**src/rtl/pipeline_ctrl_pkg.sv**
```systemverilog
// Shared types for the pipeline stall/flush sequencer.
// Latency: n/a (types and constants only).
// Backpressure: n/a.
package pipeline_ctrl_pkg;

  typedef enum logic [1:0] {
    ST_RUN        = 2'd0,
    ST_MDU_WAIT   = 2'd1,
    ST_MEM_WAIT   = 2'd2,
    ST_TRAP_FLUSH = 2'd3
  } state_e;

  localparam logic [1:0] PC_SEL_SEQ  = 2'b00;
  localparam logic [1:0] PC_SEL_BR   = 2'b01;
  localparam logic [1:0] PC_SEL_TRAP = 2'b10;
  localparam logic [1:0] PC_SEL_MEPC = 2'b11;

endpackage

```
**src/rtl/pipeline_control_unit_sat_counter.sv**
```systemverilog
// Saturating event counter: counts enabled cycles, sticks at all-ones.
// Latency: count visible one cycle after the enabled cycle.
// Backpressure: none; the enable is sampled every cycle.
module sat_counter #(
  parameter int W = 32
) (
  input  logic         clk_i,
  input  logic         rst_ni,
  input  logic         en_i,
  output logic [W-1:0] cnt_o
);

  logic [W-1:0] cnt_q;
  logic [W-1:0] cnt_d;

  // Next count: increment only while enabled and not already saturated.
  always_comb begin
    cnt_d = cnt_q;
    if (en_i && (cnt_q != {W{1'b1}})) begin
      cnt_d = cnt_q + W'(1);
    end
  end

  // Count register, cleared asynchronously.
  always_ff @(posedge clk_i or negedge rst_ni) begin
    if (!rst_ni) begin
      cnt_q <= '0;
    end else begin
      cnt_q <= cnt_d;
    end
  end

  assign cnt_o = cnt_q;

endmodule

```
**src/rtl/pipeline_control_unit.sv**
```systemverilog
// Stall/flush sequencer for the 5-stage core: arbitrates trap/mret/branch/mem/MDU/load-use.
// Latency: control outputs are combinational from state+inputs (zero-cycle effect).
// Backpressure: mem busywait freezes everything; MDU and load-use stall IF/ID only.
module pipeline_control_unit
  import pipeline_ctrl_pkg::*;
#(
  parameter int FLUSH_CYCLES = 2,
  parameter int CNT_W        = 32
) (
  input  logic             clk_i,
  input  logic             rst_ni,
  input  logic             load_stall_i,
  input  logic             mdu_start_i,
  input  logic             mdu_done_i,
  input  logic             mem_busy_i,
  input  logic             branch_taken_i,
  input  logic             exception_i,
  input  logic             mret_i,
  output logic             stall_if_o,
  output logic             stall_id_o,
  output logic             busywait_o,
  output logic             flush_id_o,
  output logic             flush_ex_o,
  output logic [1:0]       pc_sel_o,
  output logic             mdu_busy_o,
  output logic [CNT_W-1:0] stall_cnt_o,
  output logic [CNT_W-1:0] flush_cnt_o
);

  // Holds the remaining extension cycles after the redirect cycle (max FLUSH_CYCLES-1).
  localparam int CW = (FLUSH_CYCLES > 1) ? $clog2(FLUSH_CYCLES) : 1;

  state_e         state_q, state_d;
  logic [CW-1:0]  cnt_q, cnt_d;
  logic           stall, busy, flush_id, flush_ex;
  logic [1:0]     pc_sel;
  logic           run_rules, take_trap;

  // Next state and raw control outputs; traps are resolved last so they override.
  always_comb begin
    state_d   = state_q;
    cnt_d     = cnt_q;
    stall     = 1'b0;
    busy      = 1'b0;
    flush_id  = 1'b0;
    flush_ex  = 1'b0;
    pc_sel    = PC_SEL_SEQ;
    run_rules = 1'b0;
    take_trap = 1'b0;

    unique case (state_q)
      ST_RUN: run_rules = 1'b1;
      ST_MEM_WAIT: begin
        // Leaving the freeze is handled like RUN so busywait tracks mem_busy exactly.
        if (mem_busy_i) begin
          busy = 1'b1;
        end else begin
          state_d   = ST_RUN;
          run_rules = 1'b1;
        end
      end
      ST_MDU_WAIT: begin
        if (exception_i || mret_i) begin
          take_trap = 1'b1;
        end else begin
          busy = mem_busy_i;
          if (mdu_done_i) begin
            state_d = ST_RUN;
          end else begin
            stall = 1'b1;
          end
        end
      end
      ST_TRAP_FLUSH: begin
        flush_id = 1'b1;
        flush_ex = 1'b1;
        if (exception_i || mret_i) begin
          take_trap = 1'b1;
        end else begin
          cnt_d = cnt_q - CW'(1);
          if (cnt_q == CW'(1)) begin
            state_d = ST_RUN;
          end
        end
      end
      default: state_d = ST_RUN;
    endcase

    if (run_rules) begin
      if (exception_i || mret_i) begin
        take_trap = 1'b1;
      end else if (branch_taken_i) begin
        pc_sel   = PC_SEL_BR;
        flush_id = 1'b1;
        flush_ex = 1'b1;
      end else if (mem_busy_i) begin
        busy    = 1'b1;
        state_d = ST_MEM_WAIT;
      end else if (mdu_start_i) begin
        // A single-cycle MDU result needs no wait at all.
        if (!mdu_done_i) begin
          stall   = 1'b1;
          state_d = ST_MDU_WAIT;
        end
      end else if (load_stall_i) begin
        stall = 1'b1;
      end
    end

    if (take_trap) begin
      pc_sel   = exception_i ? PC_SEL_TRAP : PC_SEL_MEPC;
      flush_id = 1'b1;
      flush_ex = 1'b1;
      stall    = 1'b0;
      busy     = 1'b0;
      cnt_d    = CW'(FLUSH_CYCLES - 1);
      state_d  = (FLUSH_CYCLES > 1) ? ST_TRAP_FLUSH : ST_RUN;
    end
  end

  // State and flush-extension counter; reset abandons any MDU wait.
  always_ff @(posedge clk_i or negedge rst_ni) begin
    if (!rst_ni) begin
      state_q <= ST_RUN;
      cnt_q   <= '0;
    end else begin
      state_q <= state_d;
      cnt_q   <= cnt_d;
    end
  end

  // While reset is held the pipeline is flushed and nothing else is asserted.
  assign stall_if_o = rst_ni & stall;
  assign stall_id_o = rst_ni & stall;
  assign busywait_o = rst_ni & busy;
  assign flush_id_o = ~rst_ni | flush_id;
  assign flush_ex_o = ~rst_ni | flush_ex;
  assign pc_sel_o   = rst_ni ? pc_sel : PC_SEL_SEQ;
  assign mdu_busy_o = rst_ni & (state_q == ST_MDU_WAIT);

  sat_counter #(.W(CNT_W)) u_stall_cnt (
    .clk_i  (clk_i),
    .rst_ni (rst_ni),
    .en_i   (stall_if_o | busywait_o),
    .cnt_o  (stall_cnt_o)
  );

  // Only the redirect cycle itself drives a non-sequential PC, so it marks one event.
  sat_counter #(.W(CNT_W)) u_flush_cnt (
    .clk_i  (clk_i),
    .rst_ni (rst_ni),
    .en_i   (pc_sel_o != PC_SEL_SEQ),
    .cnt_o  (flush_cnt_o)
  );

endmodule

```
**config.mk**
```make
export PLATFORM = sky130hd
export DESIGN_NAME = pipeline_control_unit
export DESIGN_NICKNAME = d
export VERILOG_FILES = /design/src/rtl/pipeline_ctrl_pkg.sv /design/src/rtl/pipeline_control_unit_sat_counter.sv /design/src/rtl/pipeline_control_unit.sv
export SDC_FILE = /design/constraint.sdc
export NUM_CORES = 1
export LEC_CHECK = 0
export ABC_AREA = 1
export BUFFER_PORTS_ARGS = -buffer_cell sky130_fd_sc_hd__buf_2
export CORE_UTILIZATION = 50
export CTS_CLUSTER_DIAMETER = 80
export DETAILED_ROUTE_END_ITERATION = 6
export GPL_TIMING_DRIVEN = 0
export PLACE_DENSITY = 0.71
export SYNTH_ARGS = -nofsm -noshare
export SYNTH_HDL_FRONTEND = slang
export SYNTH_HIERARCHICAL = 1
export SYNTH_SLANG_ARGS = --single-unit
```
**constraint.sdc**
```tcl
create_clock -name clk_i -period 2.1 [get_ports clk_i]
set_input_delay 0.21 -clock clk_i [delete_from_list [all_inputs] [get_ports clk_i]]
set_output_delay 0.21 -clock clk_i [all_outputs]
set_load 0.05 [all_outputs]
```
==> results.tsv, run 1 <==
metric	value	unit
run status	finished with violations	
failing checks	negative setup slack	
Non-Filler Instances	980	
Layout Skew	0.0114	ns
peak supply drop	0.000708	V
design area	6040	um^2
area of the multi-input gates	2940	um^2
DR WL/cell	14.0	um
FILL cells	861	
Seq/Total Area, Yosys	34.9	%
Chip Height	100	um
routed wire length	13700	um
Placement Setup Slack	-0.482	ns
Arrival @ worst endpoint	2.35	ns
post-layout min period	2.10	ns
measured slew at the worst slew-check pin	0.484	ns
CP bufs+invs	2	
largest net degree at the start of global routing	41	
worst endpoint required time	2.35	ns
setup ws final	-0.00115	ns
worst-path fanout max	4	
CP peak stage delay	0.45	ns
RSZ-0062 raised after global routing	yes	
Final ANT Viol Nets	0	
clock latency on the worst-skew pair	0.35	ns
CP startpoint kind	flip-flop	
P_sw	1.62	mW
dpl cell area	5420	um^2
combinational power share	32.3	%
vias in the first global route	4489	
Post-synth EDFFs	0	
H-tree depth	3	
top_reg_cell synth	dfrtp_1	
placed cells	947	
Cell Area, Synth	4810	um^2
nets@finish	861	
number of antenna diodes	0	
share of synthesized registers carrying an async set or reset	100	%
P_int	2.80	mW
IO buf count	80	
DR vias/cell	5.16	
number of buffers created by CTS	9	
most common cell after layout, fill and taps aside	nand2_1	
Final Max Slew Viols	0	
DRT iter0 DRCs	393	
delay-heaviest family, CP	simple AND/OR/NAND/NOR gates	
Synth Warn #	6	
Layout Area Growth over Synthesis	25.6	%
critical path, cell by cell	inv_4 > ha_4 > nand2_2 > nand2_2 > nand4_1 > nand2_1 > nand3_2 > nand2_4 > inv_4 > nor2_4 > nand2_2 > nor2_4 > nand3_1 > nand2_1 > nand2_1	
Max Root-Sink Buffers	2	
Sw Ratio	36.6	%
Max Fclk	476	MHz
Mapped Avg Cell Area	6.52	um^2
Post-Synthesis Cells	737	
Leakage	2.84	nW
Fin. Hold Viols	0	
GP Congestion	0.918	
#FFs+latches synth	67	
# IOs	81	
commonest non-fill, non-tap cells in the layout	nand2_1, nor2_1, buf_2	
drt first pass iters	5	
number of distinct library cells after synthesis	28	
Starting Density	51.8	%
total power	4.42	mW
Vias	5056	
relative slew slack	67.6	%
worst-case hold slack	0.362	ns
critical path endpoint category	flip-flop	
power density cells	732	nW/um^2
CP max stage cell	dfrtp_2	
Clk pin slew, worst setup/hold paths	0.08	ns
layout cells sized above 1	25.1	%
root buf cell	clkbuf_8	
worst reg2reg setup slack	-0.001	ns
post-detail-place hpwl	10000	um
DRC Markers	0	
max-cap viol count	0	
Overflow after GRT	0	
Mapped Nets	752	
die width	100	um
Core ar.	9280	um^2
Register Area	1680	um^2
part of the power in registers	34.6	%
WS Path Type	flip-flop to flip-flop	
CTS tree	done	
Final setup violation count	1	
Clock power frac	33.1	%
Tcrit/Tclk final	100	%
CTS Sinks	67	
first-pass GRT wire length	22000	um
Tot GR Track Use	28.1	%
antenna violations before repair	0	
die area	10000	um^2
hold crit path type	input port to flip-flop	
row count	35	
==> area by class of cell <==
type | count | share of cell area (%)
Buffer | 12 | 2.11
Clock buffer | 10 | 2.11
Clock inverter | 6 | 2.28
Inverter | 73 | 4.66
Multi-Input combinational cell | 585 | 48.6
Sequential cell | 67 | 27.8
Tap cell | 129 | 2.67
Timing Repair Buffer | 98 | 9.72
==> through the flow <==
stage / utilization, % / TNS (ns)
finish: 65.1 / -0.00115
global route: 65.1 / -2.04
CTS: 63.5 / 0
detailed placement: 58.4 / -7.46
global placement: 58.1 / -43.77
floorplan: - / 0
==> registers in the layout, summed over array words and instances (netlist names) <==
signal             cells
u_flush_cnt/cnt_o     32
u_stall_cnt/cnt_o     32
state_q                2
cnt_q                  1
==> what timing repair did <==
| action | in CTS | in global routing |
|---|---|---|
| hold buffers | 2 | 0 |
| buffers inserted | 9 | 6 |
| gates cloned | 0 | 0 |
| pin swaps | 10 | 19 |
| setup endpoints to repair | 34 | 45 |
| hold endpoints to repair | 33 | 0 |
| gates resized for setup | 33 | 33 |
==> power groups by stage <==
stage	registers [mW]	clock network [mW]	logic, mW
after global routing	1.55	1.56	1.52
after global placement	1.53	0	1.13
after detailed placement	1.54	0	1.16
after CTS	1.52	1.50	1.30
final	1.53	1.46	1.43
after floorplan	1.75	0	0.657
==> synth_stat cells, types with 3 or more instances <==
cell      instances  area [um^2]
dfrtp_1          67         1680
nor2_4            8         90.1
nand2_2          16          100
nand4_1          21          131
a21oi_2           3         26.3
nand3b_1         16          120
nand3_2           4         40.0
ha_1              6         75.1
buf_6             6         67.6
o21ai_0           6         30.0
buf_4             4         30.0
inv_2             4         15.0
nor2_2            5         31.3
nor2_1          108          405
xnor2_1          14          123
nand3_1          55          275
inv_1            69          259
nand2_1         306         1150
nand2_4           5         56.3
==> tightest hold or removal path: cells and delay by family <==
family / cells / cell delay, ns
buf+inv: 2 / 0.16
simple gates: 3 / 0.29
==> routing by layer <==
metal	share of wire (%)	global-route usage, %	vias to the layer above
met4	0.88	7.69	0
met2	46	44.3	156
met1	47	40.6	2373
met5	0	0	-
met3	5.7	3.97	11
li1	-	-	2516
==> path summary, 6_finish.rpt <==
| kind | startpoint | end | depth (start not counted) |
|---|---|---|---|
| min in group asynchronous | rst_ni | u_flush_cnt/cnt_o[17]$_DFFE_PN0P_ | 3 |
| hold reg to reg | u_stall_cnt/cnt_o[29]$_DFFE_PN0P_ | u_stall_cnt/cnt_o[29]$_DFFE_PN0P_ | 2 |
| setup / recovery | state_q[0]$_DFF_PN0_ | u_stall_cnt/cnt_o[22]$_DFFE_PN0P_ | 15 |
| setup reg to reg | state_q[0]$_DFF_PN0_ | u_stall_cnt/cnt_o[22]$_DFFE_PN0P_ | 15 |
| max in group asynchronous | rst_ni | state_q[0]$_DFF_PN0_ | 3 |
| hold / removal | branch_taken_i | state_q[1]$_DFF_PN0_ | 5 |
==> logic make-up (layout without fill, tap and decap cells) <==
kind of cell | after synthesis | count (layout) | synth area share [%]
adder cells (fa/ha/maj) | 6 | 6 | 1.56
AND/OR/NAND/NOR | 546 | 546 | 50.1
XOR/XNOR | 16 | 16 | 2.91
AO/OA/AOI/OAI | 17 | 17 | 2.21
flip-flops | 67 | 67 | 34.9
buffers and inverters | 85 | 199 | 8.35
Power figures use the tool's default switching activity.
==> inputs of run 2 (changes only) <==
Settings changed: PLACE_DENSITY 0.71 to 0.68.
Clock period 2.1 ns to 2.6 ns, I/O delays scaled along.
==> run 2 against run 1 <==
Effect of this change:
- the run now ends clean
- non-clock buffer count down 14
- clock-buffer cell count unchanged
- fmax down 13%
- largest power group unchanged
- highest routed layer unchanged
==> results.tsv, run 2 (synthesized netlist as in run 1, its figures left out) <==
metric	value	unit
root buf cell	clkbuf_8	
Leakage	2.74	nW
antenna violations before repair	0	
commonest non-fill, non-tap cells in the layout	nand2_1, nor2_1, buf_2	
CP startpoint kind	flip-flop	
worst-path fanout max	6	
layout cells sized above 1	20.0	%
R2R Path End	u_stall_cnt/cnt_o[28]$_DFFE_PN0P_	
worst reg2reg setup slack	0.19	ns
clock latency on the worst-skew pair	0.33	ns
# IOs	81	
number of antenna diodes	0	
Arrival @ worst endpoint	2.64	ns
Register Area	1680	um^2
Hold EP	state_q[1]$_DFF_PN0_	
Overflow after GRT	0	
Tcrit/Tclk final	92.7	%
Layout Skew	0.0140	ns
CTS Sinks	67	
post-detail-place hpwl	9810	um
die area	10000	um^2
Worst Hold Launch	mem_busy_i	
RSZ-0062 raised after global routing	no	
r2r startpoint	state_q[0]$_DFF_PN0_	
power density cells	535	nW/um^2
relative slew slack	69.1	%
measured slew at the worst slew-check pin	0.462	ns
H-tree depth	3	
DR vias/cell	5.16	
Max Fclk	415	MHz
Chip Height	100	um
row count	35	
design area	5690	um^2
dpl cell area	5400	um^2
Max Root-Sink Buffers	2	
Final Max Slew Viols	0	
Clk pin slew, worst setup/hold paths	0.08	ns
hold crit path type	input port to flip-flop	
Tot GR Track Use	26.5	%
Non-Filler Instances	966	
cell count of the worst hold path	3	
CTS tree	done	
vias in the first global route	4427	
DRT iter0 DRCs	362	
Post-Route Setup TNS	0	ns
Layout Area Growth over Synthesis	18.4	%
worst endpoint required time	2.83	ns
post-layout min period	2.41	ns
total power	3.05	mW
IO buf count	80	
R2R depth	15	
first-pass GRT wire length	21100	um
max-cap viol count	0	
DR WL/cell	13.4	um
run status	completed	
largest net degree at the start of global routing	45	
FILL cells	924	
die width	100	um
most common cell after layout, fill and taps aside	nand2_1	
nets@finish	847	
Starting Density	51.8	%
number of buffers created by CTS	9	
final core occ	61.3	%
peak supply drop	0.000491	V
Final setup violation count	0	
placed cells	947	
Vias	4984	
Fin. Hold Viols	0	
WS Path Type	flip-flop to flip-flop	
DRC Markers	0	
routed wire length	13000	um
drt first pass iters	5	
Final ANT Viol Nets	0	
Core ar.	9280	um^2
critical path endpoint category	flip-flop	
GP Congestion	0.945	
area of the multi-input gates	2780	um^2
run 2: cell types whose count changed in the layout (fill, tap and decap cells not counted), sizes merged:
cell | previous run | this run
clkinv | 2 | 4
clkinvlp | 0 | 1
buf | 109 | 95
bufinv | 4 | 1
run 2: worst max path at each step:
stage / endpoint / slack, ns / startpoint
after global placement: u_flush_cnt/cnt_o[18]$_DFFE_PN0P_ / -1.06 / rst_ni
after detailed placement: u_flush_cnt/cnt_o[26]$_DFFE_PN0P_ / -0.43 / state_q[1]$_DFF_PN0_
final: u_stall_cnt/cnt_o[28]$_DFFE_PN0P_ / 0.19 / state_q[0]$_DFF_PN0_
after global routing: u_flush_cnt/cnt_o[28]$_DFFE_PN0P_ / 0.02 / state_q[0]$_DFF_PN0_
after CTS: u_stall_cnt/cnt_o[26]$_DFFE_PN0P_ / 0.05 / state_q[0]$_DFF_PN0_
after floorplan: u_flush_cnt/cnt_o[26]$_DFFE_PN0P_ / 0.25 / state_q[0]$_DFF_PN0_
run 2: worst max-delay path: stages, from the launching register on:
cell and delay (ns):
dfrtp_1 0.42, inv_1 0.09, ha_1 0.23, nand2_1 0.07
nand2_1 0.12, nand4_1 0.16, nand2_1 0.13, nand3_2 0.09
nand2_4 0.14, inv_1 0.13, nor2_4 0.17, nand2_1 0.14
nor2_2 0.19, nand3_1 0.10, nand2_1 0.07, nand2_1 0.06
run 2: metal layers:
metal,global-route usage (%),routed length [um]
met4,6.91,99
met5,0,0
met2,41.4,5760
met1,38.9,6150
met3,3.48,940
run 2: metrics by stage:
stage / setup WS (ns) / hold slack (ns)
floorplan: 0.245 / -0.0356
global placement: -1.06 / 0.512
detailed placement: -0.425 / 0.235
CTS: 0.0502 / 0.323
global route: 0.0165 / 0.367
finish: 0.189 / 0.352
run 2: cell type report:
class / count / area share, %
inverter: 73 / 4.81
clock inverter: 6 / 1.14
clock buffer: 10 / 2.42
multi-input combinational: 585 / 48.9
sequential: 67 / 29.5
tap: 129 / 2.84
timing repair buffer: 84 / 8.22
buffer: 12 / 2.24
run 2: what timing repair did:
| item | CTS | global route |
|---|---|---|
| endpoints found under the setup margin | 17 | 17 |
| gates resized for setup | 8 | 8 |
| hold buffers | 2 | 0 |
| buffers inserted | 0 | 1 |
| pin swaps | 0 | 1 |
| endpoints found under the hold margin | 29 | 0 |
run 2: report_power, final:
part | internal [mW] | leakage [nW] | switching (mW) | total [mW]
sequential | 1.12 | 0.918 | 0.104 | 1.22
clock | 0.469 | 0.102 | 0.407 | 0.877
combinational | 0.275 | 1.72 | 0.675 | 0.949
total | 1.86 | 2.74 | 1.19 | 3.05
